===== config.mk =====
export PLATFORM = sky130hd
export DESIGN_NAME = int_arbiter
export DESIGN_NICKNAME = d
export VERILOG_FILES = /design/src/rtl/int_arbiter_pkg.sv /design/src/rtl/int_arbiter_prio_enc4.sv /design/src/rtl/int_arbiter.sv
export SDC_FILE = /design/constraint.sdc
export NUM_CORES = 1
export LEC_CHECK = 0
export CAP_MARGIN = 20
export CORE_MARGIN = 2
export CORE_UTILIZATION = 42
export CTS_CLUSTER_DIAMETER = 80
export DETAILED_ROUTE_END_ITERATION = 16
export GPL_TIMING_DRIVEN = 1
export PLACE_DENSITY = 0.77
export SLEW_MARGIN = 20
export SYNTH_ARGS = -nofsm -noshare
export SYNTH_HDL_FRONTEND = slang
export SYNTH_HIERARCHICAL = 1
export SYNTH_SLANG_ARGS = --single-unit
export TNS_END_PERCENT = 100

===== constraint.sdc =====
create_clock -name clk -period 2.3 [get_ports clk]
set_clock_uncertainty 0.15 [all_clocks]
set_input_delay 0.23 -clock clk [delete_from_list [all_inputs] [get_ports clk]]
set_output_delay 0.23 -clock clk [all_outputs]
set_load 0.05 [all_outputs]

===== src/rtl/int_arbiter_pkg.sv =====
// Shared constants, types and helpers for the interrupt arbiter.
package int_arbiter_pkg;

  localparam int NUM_IRQ = 4;
  localparam int ID_W    = 2;

  // Arbiter FSM encodings; the unused code 2'd3 behaves as IDLE.
  localparam logic [1:0] S_IDLE = 2'd0;
  localparam logic [1:0] S_REQ  = 2'd1;
  localparam logic [1:0] S_SERV = 2'd2;

  typedef logic [ID_W-1:0]    irq_id_t;
  typedef logic [NUM_IRQ-1:0] irq_vec_t;

  // One-hot select of a single interrupt line.
  function automatic irq_vec_t id_onehot(input irq_id_t id);
    id_onehot     = '0;
    id_onehot[id] = 1'b1;
  endfunction

endpackage


===== src/rtl/int_arbiter_prio_enc4.sv =====
// Four-input rotating priority encoder: the first set request at or after
// 'start' (wrapping 3->0) wins. start=0 gives plain fixed priority.
module prio_enc4
  import int_arbiter_pkg::*;
(
  input  logic [NUM_IRQ-1:0] req,
  input  logic [ID_W-1:0]    start,
  output logic               valid,
  output logic [ID_W-1:0]    idx
);

  logic [NUM_IRQ-1:0] rot;
  logic [ID_W-1:0]    off;

  // Rotate so that bit 0 corresponds to the search start position.
  assign rot = NUM_IRQ'({req, req} >> start);

  // Lowest set bit of the rotated vector is the winner's offset from start.
  always_comb begin
    // NOTE: every output of a combinational block gets a default first, so no path can leave it unassigned and infer a latch.
    off = '0;
    for (int k = NUM_IRQ - 1; k >= 0; k--) begin
      if (rot[k]) begin
        off = ID_W'(k);
      end
    end
  end

  assign valid = |req;
  assign idx   = start + off;

endmodule


===== src/rtl/int_arbiter.sv =====
// Interrupt arbiter between four external request lines and the CPU control
// unit. Rising edges are latched as pending, a writable mask gates them, one
// winner is committed and presented as a handler vector. The in-service state
// lasts until return-from-interrupt, so handlers never nest.
module int_arbiter
  import int_arbiter_pkg::*;
#(
  parameter int                 AW         = 10,
  parameter logic [AW-1:0]      VEC_BASE   = 10'h3F0,
  parameter int                 VEC_STRIDE = 4,
  parameter bit                 RR         = 1'b0,
  parameter logic [NUM_IRQ-1:0] MASK_RST   = 4'b0000
) (
  input  logic               clk,
  input  logic               reset,
  input  logic [NUM_IRQ-1:0] irq,
  input  logic               mask_we,
  input  logic [NUM_IRQ-1:0] mask_d,
  input  logic               int_ack,
  input  logic               fin_int,
  output logic               int_req,
  output logic [AW-1:0]      int_vec,
  output logic [ID_W-1:0]    int_id,
  output logic               in_service,
  output logic [NUM_IRQ-1:0] pending,
  output logic [NUM_IRQ-1:0] mask
);

  logic [1:0]    state_q,    state_d;
  irq_vec_t      irq_q,      irq_d;
  irq_vec_t      pending_q,  pending_d;
  irq_vec_t      mask_reg_q, mask_reg_d;
  irq_id_t       int_id_q,   int_id_d;
  logic [AW-1:0] int_vec_q,  int_vec_d;
  irq_id_t       rr_ptr_q,   rr_ptr_d;

  irq_vec_t      rise;
  irq_vec_t      eligible;
  irq_vec_t      clr;
  irq_id_t       search_start;
  logic          win_valid;
  irq_id_t       win_idx;
  logic [AW-1:0] vec_calc;

  // Edge detection and the arbitration candidates.
  assign rise         = irq & ~irq_q;
  assign eligible     = pending_q & ~mask_reg_q;
  assign search_start = RR ? rr_ptr_q : '0;

  prio_enc4 u_prio_enc (
    .req   (eligible),
    .start (search_start),
    .valid (win_valid),
    .idx   (win_idx)
  );

  // Handler address wraps modulo 2^AW.
  assign vec_calc = VEC_BASE + (AW'(win_idx) * AW'(VEC_STRIDE));

  // FSM: commit a winner in IDLE, wait for ack in REQ, wait for return in SERV.
  always_comb begin
    state_d   = state_q;
    int_id_d  = int_id_q;
    int_vec_d = int_vec_q;
    rr_ptr_d  = rr_ptr_q;
    clr       = '0;
    case (state_q)
      S_REQ: begin
        if (int_ack) begin
          clr     = id_onehot(int_id_q);
          state_d = S_SERV;
        end
      end
      S_SERV: begin
        if (fin_int) begin
          rr_ptr_d = int_id_q + ID_W'(1);
          state_d  = S_IDLE;
        end
      end
      default: begin
        // S_IDLE and the unused encoding both arbitrate.
        if (win_valid) begin
          int_id_d  = win_idx;
          int_vec_d = vec_calc;
          state_d   = S_REQ;
        end
      end
    endcase
  end

  // Pending latch (a new rise beats a same-cycle clear), edge history and mask.
  always_comb begin
    irq_d      = irq;
    pending_d  = (pending_q & ~clr) | rise;
    mask_reg_d = mask_we ? mask_d : mask_reg_q;
  end

  // State registers with asynchronous active-low reset.
  always_ff @(posedge clk or negedge reset) begin
    if (!reset) begin
      // NOTE: flops are written with <= so every register samples the pre-edge values, independent of block order.
      state_q    <= S_IDLE;
      irq_q      <= '0;
      pending_q  <= '0;
      mask_reg_q <= MASK_RST;
      int_id_q   <= '0;
      int_vec_q  <= VEC_BASE;
      rr_ptr_q   <= '0;
    end else begin
      state_q    <= state_d;
      irq_q      <= irq_d;
      pending_q  <= pending_d;
      mask_reg_q <= mask_reg_d;
      int_id_q   <= int_id_d;
      int_vec_q  <= int_vec_d;
      rr_ptr_q   <= rr_ptr_d;
    end
  end

  // Outputs decode straight from registers, so they cannot glitch.
  assign int_req    = (state_q == S_REQ);
  assign in_service = (state_q == S_SERV);
  assign int_vec    = int_vec_q;
  assign int_id     = int_id_q;
  assign pending    = pending_q;
  assign mask       = mask_reg_q;

endmodule


==> impl_metrics.toml, run 1 <==
[run]
cap_violations = 0

[sta]
maxSlewHeadroom = 0.520
worst_pin_slew_ns = 0.718
setup_ws_ns = 0.0502
fin_crit_ns = 2.25
period_share = 0.978
max_freq_mhz = 444
rsz0062_at_grt = "false"
hold_viol_final = 0
fin_setup_tns_ns = 0
setup_violations = 0
drv_slew = 0

[clock_tree]
clockBufferDepth = 2
cts_sinks = 16
cts-root-buf = "clkbuf_4"
cts_tree = "built"
path_clk_slew_ns = 0.09
cts_setup_buffers = 0
htree_levels = 1
clk_latency_ns = 0.29
ctsResizeCount = 0
holdBufCountCts = 0
cts_buffers = 3

[routing]
vias_per_cell = 4.56
wl_um = 1690
vias = 703
drc = 0
ant_nets = 0
wl_per_cell_um = 11.0
firstDrtPassIters = 4
first_iter_violations = 10

[floorplanning]
core_mm2 = 0.00200
die_height_um = 50.4
pin_count = 35
die-area_mm2 = 0.00254
die_w_um = 50.4
initial_core_util = 0.453
fp-row-count = 16

[place]
dp_hpwl_um = 1320
dp_slack_ns = 0.210
gp_congestion = 0.707
io_buffers = 26

[power]
power_mw = 1.54
peakVddDrop_mv = 0.824
leakagePower_nw = 0.556
power_per_cell_area_mw_per_mm2 = 1260

[logic_synthesis]
synth_seq_cells = 16
synth_area_um2 = 906
synth_cell_types = 26
yosys_most_used_dff = "dfrtp_1"
syn_avg_cell_area_um2 = 9.95
synth_area_leaders = "dfrtp_1, mux2_2, buf_4"
synth-edff-count = 0
syn_inst = 91
async_flop_share = 1.00
synth_top_area_cell = "dfrtp_1"
synth_warnings = 6
yosysSeqAreaShare = 0.442
netlist.area_leader.share = 0.442

[final_layout]
nFillCells = 180
nNetsFinal = 144
antenna_cells = 0
drive_gt1_frac = 0.118
area_growth_syn_to_layout_pct = 35.2

[critical_path]
crit_fanout = 5
crit_required_ns = 1.92
critPathLaunchType = "register"
crit_arrival_ns = 1.87
criticalPathCategory = "reg2out"
worstSetupEndpointType = "output pin"

[outcome]
outcome = "finished, final reports clean"

[global_routing]
grt_pass1_wl_um = 2880
track_usage = 0.148
antenna_found_initial = 0
grt_pass1_vias = 677
grt_max_degree = 17
overflow = 0

[worst_hold_path]
hp-class = "in2async"
[area by class of cell]
cell class	instances	area, µm²	area share
clock buffers	4	36.3	0.0296
well taps	27	33.8	0.0276
inverters	11	41.3	0.0337
repair buffers	28	275	0.225
multi-input cells	68	438	0.358
flip-flops and latches	16	400	0.327
[layout by cell type (no fill, tap or decap), drive strengths merged, types with 2 or more instances in the layout]
cell type,instances
a21oi,2
buf,2
clkbuf,4
clkdlybuf4s50,26
conb,17
dfrtp,16
ha,3
inv,11
mux2,8
nand2,3
nand2b,2
nand3b,2
nor2,3
nor2b,4
nor3,2
nor3b,2
o21ai,9
[power breakdown]
part,switching [mW],internal [mW],total (mW),leakage [nW]
Combinational,0.575,0.354,0.929,0.356
Sequential,0.0651,0.358,0.424,0.179
Clock,0.0895,0.0965,0.186,0.0210
[through the flow]
step	utilization	hold WS, ns	cells	cell area [µm²]
5_1_grt	0.612	0.255	154	1220
3_5_place_dp	0.594	0.262	150	1190
6_report	0.612	0.210	154	1220
3_3_place_gp	0.594	0.253	150	1190
4_1_cts	0.612	0.233	154	1220
2_1_floorplan	-	-0.216	106	962
[sequential cells by signal (all words and copies together) (netlist names)]
signal and flops:
int_vec 2, pending 4, state_q 2, irq_q 4
mask 4
[cells by family after synthesis]
kind of cell             Yosys count  share of synthesized area
adder cells (fa/ha/maj)            3                     0.0414
other                              2                    0.00829
AO/OA/AOI/OAI                     16                      0.112
multiplexers                       9                      0.111
flip-flops                        16                      0.442
AND/OR/NAND/NOR                   21                      0.130
XOR/XNOR                           2                     0.0193
buffers and inverters             22                      0.137
[cell usage after synthesis, types with 2 or more instances]
cell type,count
dfrtp_1,16
buf_4,11
inv_1,11
o21ai_0,9
mux2_2,8
nor2b_1,4
ha_1,3
nand2_1,3
nor2_1,3
a21oi_1,2
conb_1,2
nand2b_1,2
nand3b_1,2
nor3_1,2
nor3b_1,2
[metal layers]
layer	part of all wire	vias up	global-route usage
met4	0.010	0	0.0676
met2	0.48	25	0.239
li1	-	355	-
met3	0.045	2	0.0268
met1	0.47	321	0.192
met5	0	-	0
[path summary, 6_finish.rpt]
path,endpoint,cells after the start,startpoint,slack (ns)
min in group clk,irq_q[2]$_DFF_PN0_,1,irq[2],0.24
hold / removal,irq_q[0]$_DFF_PN0_,1,reset,0.21
setup reg to reg,state_q[0]$_DFFE_PN0P_,6,mask[2]$_DFFE_PN0P_,0.18
max in group asynchronous,irq_q[1]$_DFF_PN0_,1,reset,1.34
hold reg to reg,pending[2]$_DFF_PN0_,1,irq_q[2]$_DFF_PN0_,0.27
setup / recovery,int_req,3,state_q[1]$_DFFE_PN0P_,0.05
[critical path: stages, from the launching register on]
cell and delay, ns:
dfrtp_1 0.41, inv_1 0.07, ha_1 0.25, clkdlybuf4s50_1 0.85
Note: power is estimated with default switching activity, not from simulation.
==> run 2: changes to the inputs <==
ABC_AREA = 0   (was unset)
CORE_MARGIN = unset   (was 2)
==> impl_metrics.toml, run 2 (same netlist as run 1, synthesis figures left out) <==
[outcome]
outcome = "finished, final reports clean"

[floorplanning]
die_height_um = 48.4
pin_count = 35
core_mm2 = 0.00200
die_w_um = 48.4
fp-row-count = 16
die-area_mm2 = 0.00235
initial_core_util = 0.453

[clock_tree]
ctsResizeCount = 0
path_clk_slew_ns = 0.09
cts_tree = "built"
clockBufferDepth = 2
cts_sinks = 16
clk_latency_ns = 0.28
htree_levels = 1
cts-root-buf = "clkbuf_4"
cts_buffers = 3
holdBufCountCts = 0
cts_setup_buffers = 0

[sta]
rsz0062_at_grt = "false"
maxSlewHeadroom = 0.544
max_freq_mhz = 452
hold_viol_final = 0
worst_pin_slew_ns = 0.681
setup_ws_ns = 0.0878
period_share = 0.962
hold_ws_ns = 0.206
fin_setup_tns_ns = 0
drv_slew = 0
setup_violations = 0
fin_crit_ns = 2.21

[power]
clockPowerShare = 0.118
pwr-share-comb = 0.605
peakVddDrop_mv = 0.803
p_int_mw = 0.810
leakagePower_nw = 0.557
power_mw = 1.53
p_seq_frac = 0.277
swShare = 0.471
power_switching_mw = 0.722
power_per_cell_area_mw_per_mm2 = 1250

[global_routing]
track_usage = 0.152
grt_pass1_wl_um = 2780
antenna_found_initial = 0
grt_pass1_vias = 645
grt_max_degree = 17
overflow = 0

[critical_path]
crit_required_ns = 1.92
reg2reg_depth = 6
crit_fanout = 5
max_stage_delay_ns = 0.83
reg2reg_to = "state_q[0]$_DFFE_PN0P_"
r2r_slack_ns = 0.29
worstSetupEndpointType = "output pin"
r2r-start = "mask[1]$_DFFE_PN0P_"
critPathLaunchType = "register"
criticalPathCategory = "reg2out"
critPathSlowestCell = "clkdlybuf4s50_1"
crit_arrival_ns = 1.83
crit_chain = "inv_1, ha_1, clkdlybuf4s50_1"

[routing]
first_iter_violations = 10
firstDrtPassIters = 5
vias = 694
drc = 0
vias_per_cell = 4.51
wl_um = 1640
ant_nets = 0
wl_per_cell_um = 10.6

[place]
dp_hpwl_um = 1340
gp_congestion = 0.756
dp_slack_ns = 0.211
io_buffers = 26

[run]
cap_violations = 0

[final_layout]
antenna_cells = 0
layout_common_cells = "clkdlybuf4s50_1, conb_1, dfrtp_1, inv_1, o21ai_0"
final_common_cell = "clkdlybuf4s50_1"
register_area_um2 = 400
multi_input_area_um2 = 440
final_util = 0.613
nNetsFinal = 144
drive_gt1_frac = 0.126
area_growth_syn_to_layout_pct = 35.5
nFillCells = 187

[worst_hold_path]
hp-class = "in2async"
[run 2: cell counts in the layout (fill, tap and decap cells not counted)]
Identical to the previous run, type by type.
[run 2: per-layer routing]
layer | vias to the layer above | GRT usage | share of wire
li1 | 352 | - | -
met4 | 0 | 0.0294 | 0
met1 | 319 | 0.191 | 0.45
met2 | 23 | 0.263 | 0.49
met3 | 0 | 0.0409 | 0.063
met5 | - | 0 | 0
[run 2: layout make-up]
| class | instances | area share |
|---|---|---|
| Clock buffer | 4 | 0.0296 |
| Inverter | 11 | 0.0336 |
| Multi-Input combinational cell | 68 | 0.359 |
| Sequential cell | 16 | 0.326 |
| Tap cell | 27 | 0.0275 |
| Timing Repair Buffer | 28 | 0.224 |
[run 2: critical path, delay by kind of cell (launching register included)]
family / cells / cell delay, ns
DFF: 1 / 0.41
adders and majority gates: 1 / 0.23
buffers and inverters: 2 / 0.91
[run 2: power by group through the flow]
stage | clock network [mW] | logic (mW) | registers (mW)
after CTS | 0.184 | 0.931 | 0.424
after floorplan | 0 | 0.506 | 0.601
after global placement | 0 | 0.914 | 0.424
final | 0.180 | 0.927 | 0.425
after global routing | 0.197 | 0.990 | 0.434
after detailed placement | 0 | 0.924 | 0.429
[run 2: how the worst max path moves through the flow]
stage                                 from                     end  slack, ns  depth (start not counted)
floorplan             pending[2]$_DFF_PN0_  state_q[0]$_DFFE_PN0P_       0.05                          6
global placement       mask[2]$_DFFE_PN0P_  state_q[1]$_DFFE_PN0P_       0.27                          6
detailed placement     mask[2]$_DFFE_PN0P_  state_q[0]$_DFFE_PN0P_       0.21                          6
CTS                 state_q[1]$_DFFE_PN0P_                 int_req       0.07                          3
global route        state_q[1]$_DFFE_PN0P_                 int_req       0.05                          3
finish              state_q[1]$_DFFE_PN0P_                 int_req       0.09                          3
[run 2: metrics by stage]
stage                     cell area [µm²]  instances
after floorplan                       962        106
after global placement               1190        150
after detailed placement             1190        150
after CTS                            1220        154
after global routing                 1230        154
final                                1230        154
==> run 3: changes to the inputs <==
CORE_MARGIN = 8   (was unset)
==> impl_metrics.toml, run 3 (same netlist as run 1, synthesis figures left out) <==
[final_layout]
layout_common_cells = "clkdlybuf4s50_1, conb_1, dfrtp_1, inv_1, o21ai_0"
drive_gt1_frac = 0.118
multi_input_area_um2 = 438
area_growth_syn_to_layout_pct = 35.4
antenna_cells = 0
stdcell_area_mm2 = 0.00123
stdcell_count = 155
nNetsFinal = 144
final_util = 0.576
register_area_um2 = 400
nFillCells = 186
final_common_cell = "clkdlybuf4s50_1"

[floorplanning]
initial_core_util = 0.426
pin_count = 35
die-area_mm2 = 0.00390
core_mm2 = 0.00213
fp-row-count = 17
die_height_um = 62.4
die_w_um = 62.4

[clock_tree]
cts-root-buf = "clkbuf_4"
htree_levels = 1
cts_sinks = 16
cts_setup_buffers = 0
path_clk_slew_ns = 0.09
ctsResizeCount = 0
clk_latency_ns = 0.29
cts_tree = "built"
cts_buffers = 3
clockBufferDepth = 2
holdBufCountCts = 0

[routing]
vias = 727
vias_per_cell = 4.69
ant_nets = 0
first_iter_violations = 20
firstDrtPassIters = 4
wl_per_cell_um = 13.2
wl_um = 2050
drc = 0

[place]
io_buffers = 26
post_dp_cell_area_mm2 = 0.00119
dp_hpwl_um = 1670
gp_congestion = 0.717
dp.cells = 151

[sta]
fin_setup_tns_ns = 0
worst_pin_slew_ns = 0.679
hold_ws_ns = 0.198
period_share = 0.957
setup_violations = 0
rsz0062_at_grt = "false"
drv_slew = 0
maxSlewHeadroom = 0.546
hold_viol_final = 0
max_freq_mhz = 454
fin_crit_ns = 2.20

[power]
peakVddDrop_mv = 0.875
power_per_cell_area_mw_per_mm2 = 1260
leakagePower_nw = 0.556

[critical_path]
reg2reg_depth = 6
r2r_slack_ns = 0.14
worstSetupEndpointType = "output pin"
crit_arrival_ns = 1.82
r2r-start = "mask[2]$_DFFE_PN0P_"
crit_required_ns = 1.92
criticalPathCategory = "reg2out"
startpoint = "state_q[1]$_DFFE_PN0P_"
critPathLaunchType = "register"
crit_fanout = 5
reg2reg_to = "state_q[0]$_DFFE_PN0P_"

[global_routing]
antenna_found_initial = 0
overflow = 0
track_usage = 0.112
grt_max_degree = 17
grt_pass1_vias = 806
grt_pass1_wl_um = 3610

[outcome]
outcome = "finished, final reports clean"

[run]
cap_violations = 0

[worst_hold_path]
hp-class = "in2async"
==> run 3: changes by cell type in the layout (fill, tap and decap cells not counted) <==
cell and delta:
nor2b_2 -1, nor2b_1 +1
==> run 3: worst max path at each step <==
stage                                  end  slack, ns  depth (start not counted)
CTS                                int_req       0.09                          3
global placement    state_q[1]$_DFFE_PN0P_       0.28                          6
floorplan           state_q[0]$_DFFE_PN0P_       0.05                          6
finish                             int_req        0.1                          3
detailed placement  state_q[0]$_DFFE_PN0P_       0.21                          6
global route        state_q[0]$_DFFE_PN0P_       0.03                          6
==> run 3: critical path: stages (launching register included) <==
cell and delay, ns:
dfrtp_1 0.40, inv_1 0.06, ha_1 0.23, clkdlybuf4s50_1 0.84
==> run 3: area by class of cell <==
type	count	share of cell area
clock buffers	4	0.0296
inverters	11	0.0337
multi-input cells	68	0.357
flip-flops and latches	16	0.327
well taps	28	0.0286
repair buffers	28	0.224
==> run 3: metrics by stage <==
| step | power, mW | setup WS [ns] |
|---|---|---|
| after floorplan | 1.11 | 0.0518 |
| after global placement | 1.34 | 0.280 |
| after detailed placement | 1.36 | 0.214 |
| after CTS | 1.56 | 0.0886 |
| after global routing | 1.64 | 0.0254 |
| final | 1.55 | 0.0984 |
==> run 3: metal layers <==
layer	GRT usage	routed length, µm	up-vias	share of wire
met1	0.111	779	339	0.38
met2	0.194	1050	26	0.51
li1	-	-	356	-
met5	0	0	-	0
met3	0.0412	170	6	0.083
met4	0.0684	56	0	0.027
==> run 3: where the power goes <==
part	total (mW)	switching, mW	internal (mW)
Combinational	0.942	0.586	0.355
Clock	0.182	0.0858	0.0965
Sequential	0.423	0.0648	0.358
Total	1.55	0.737	0.810
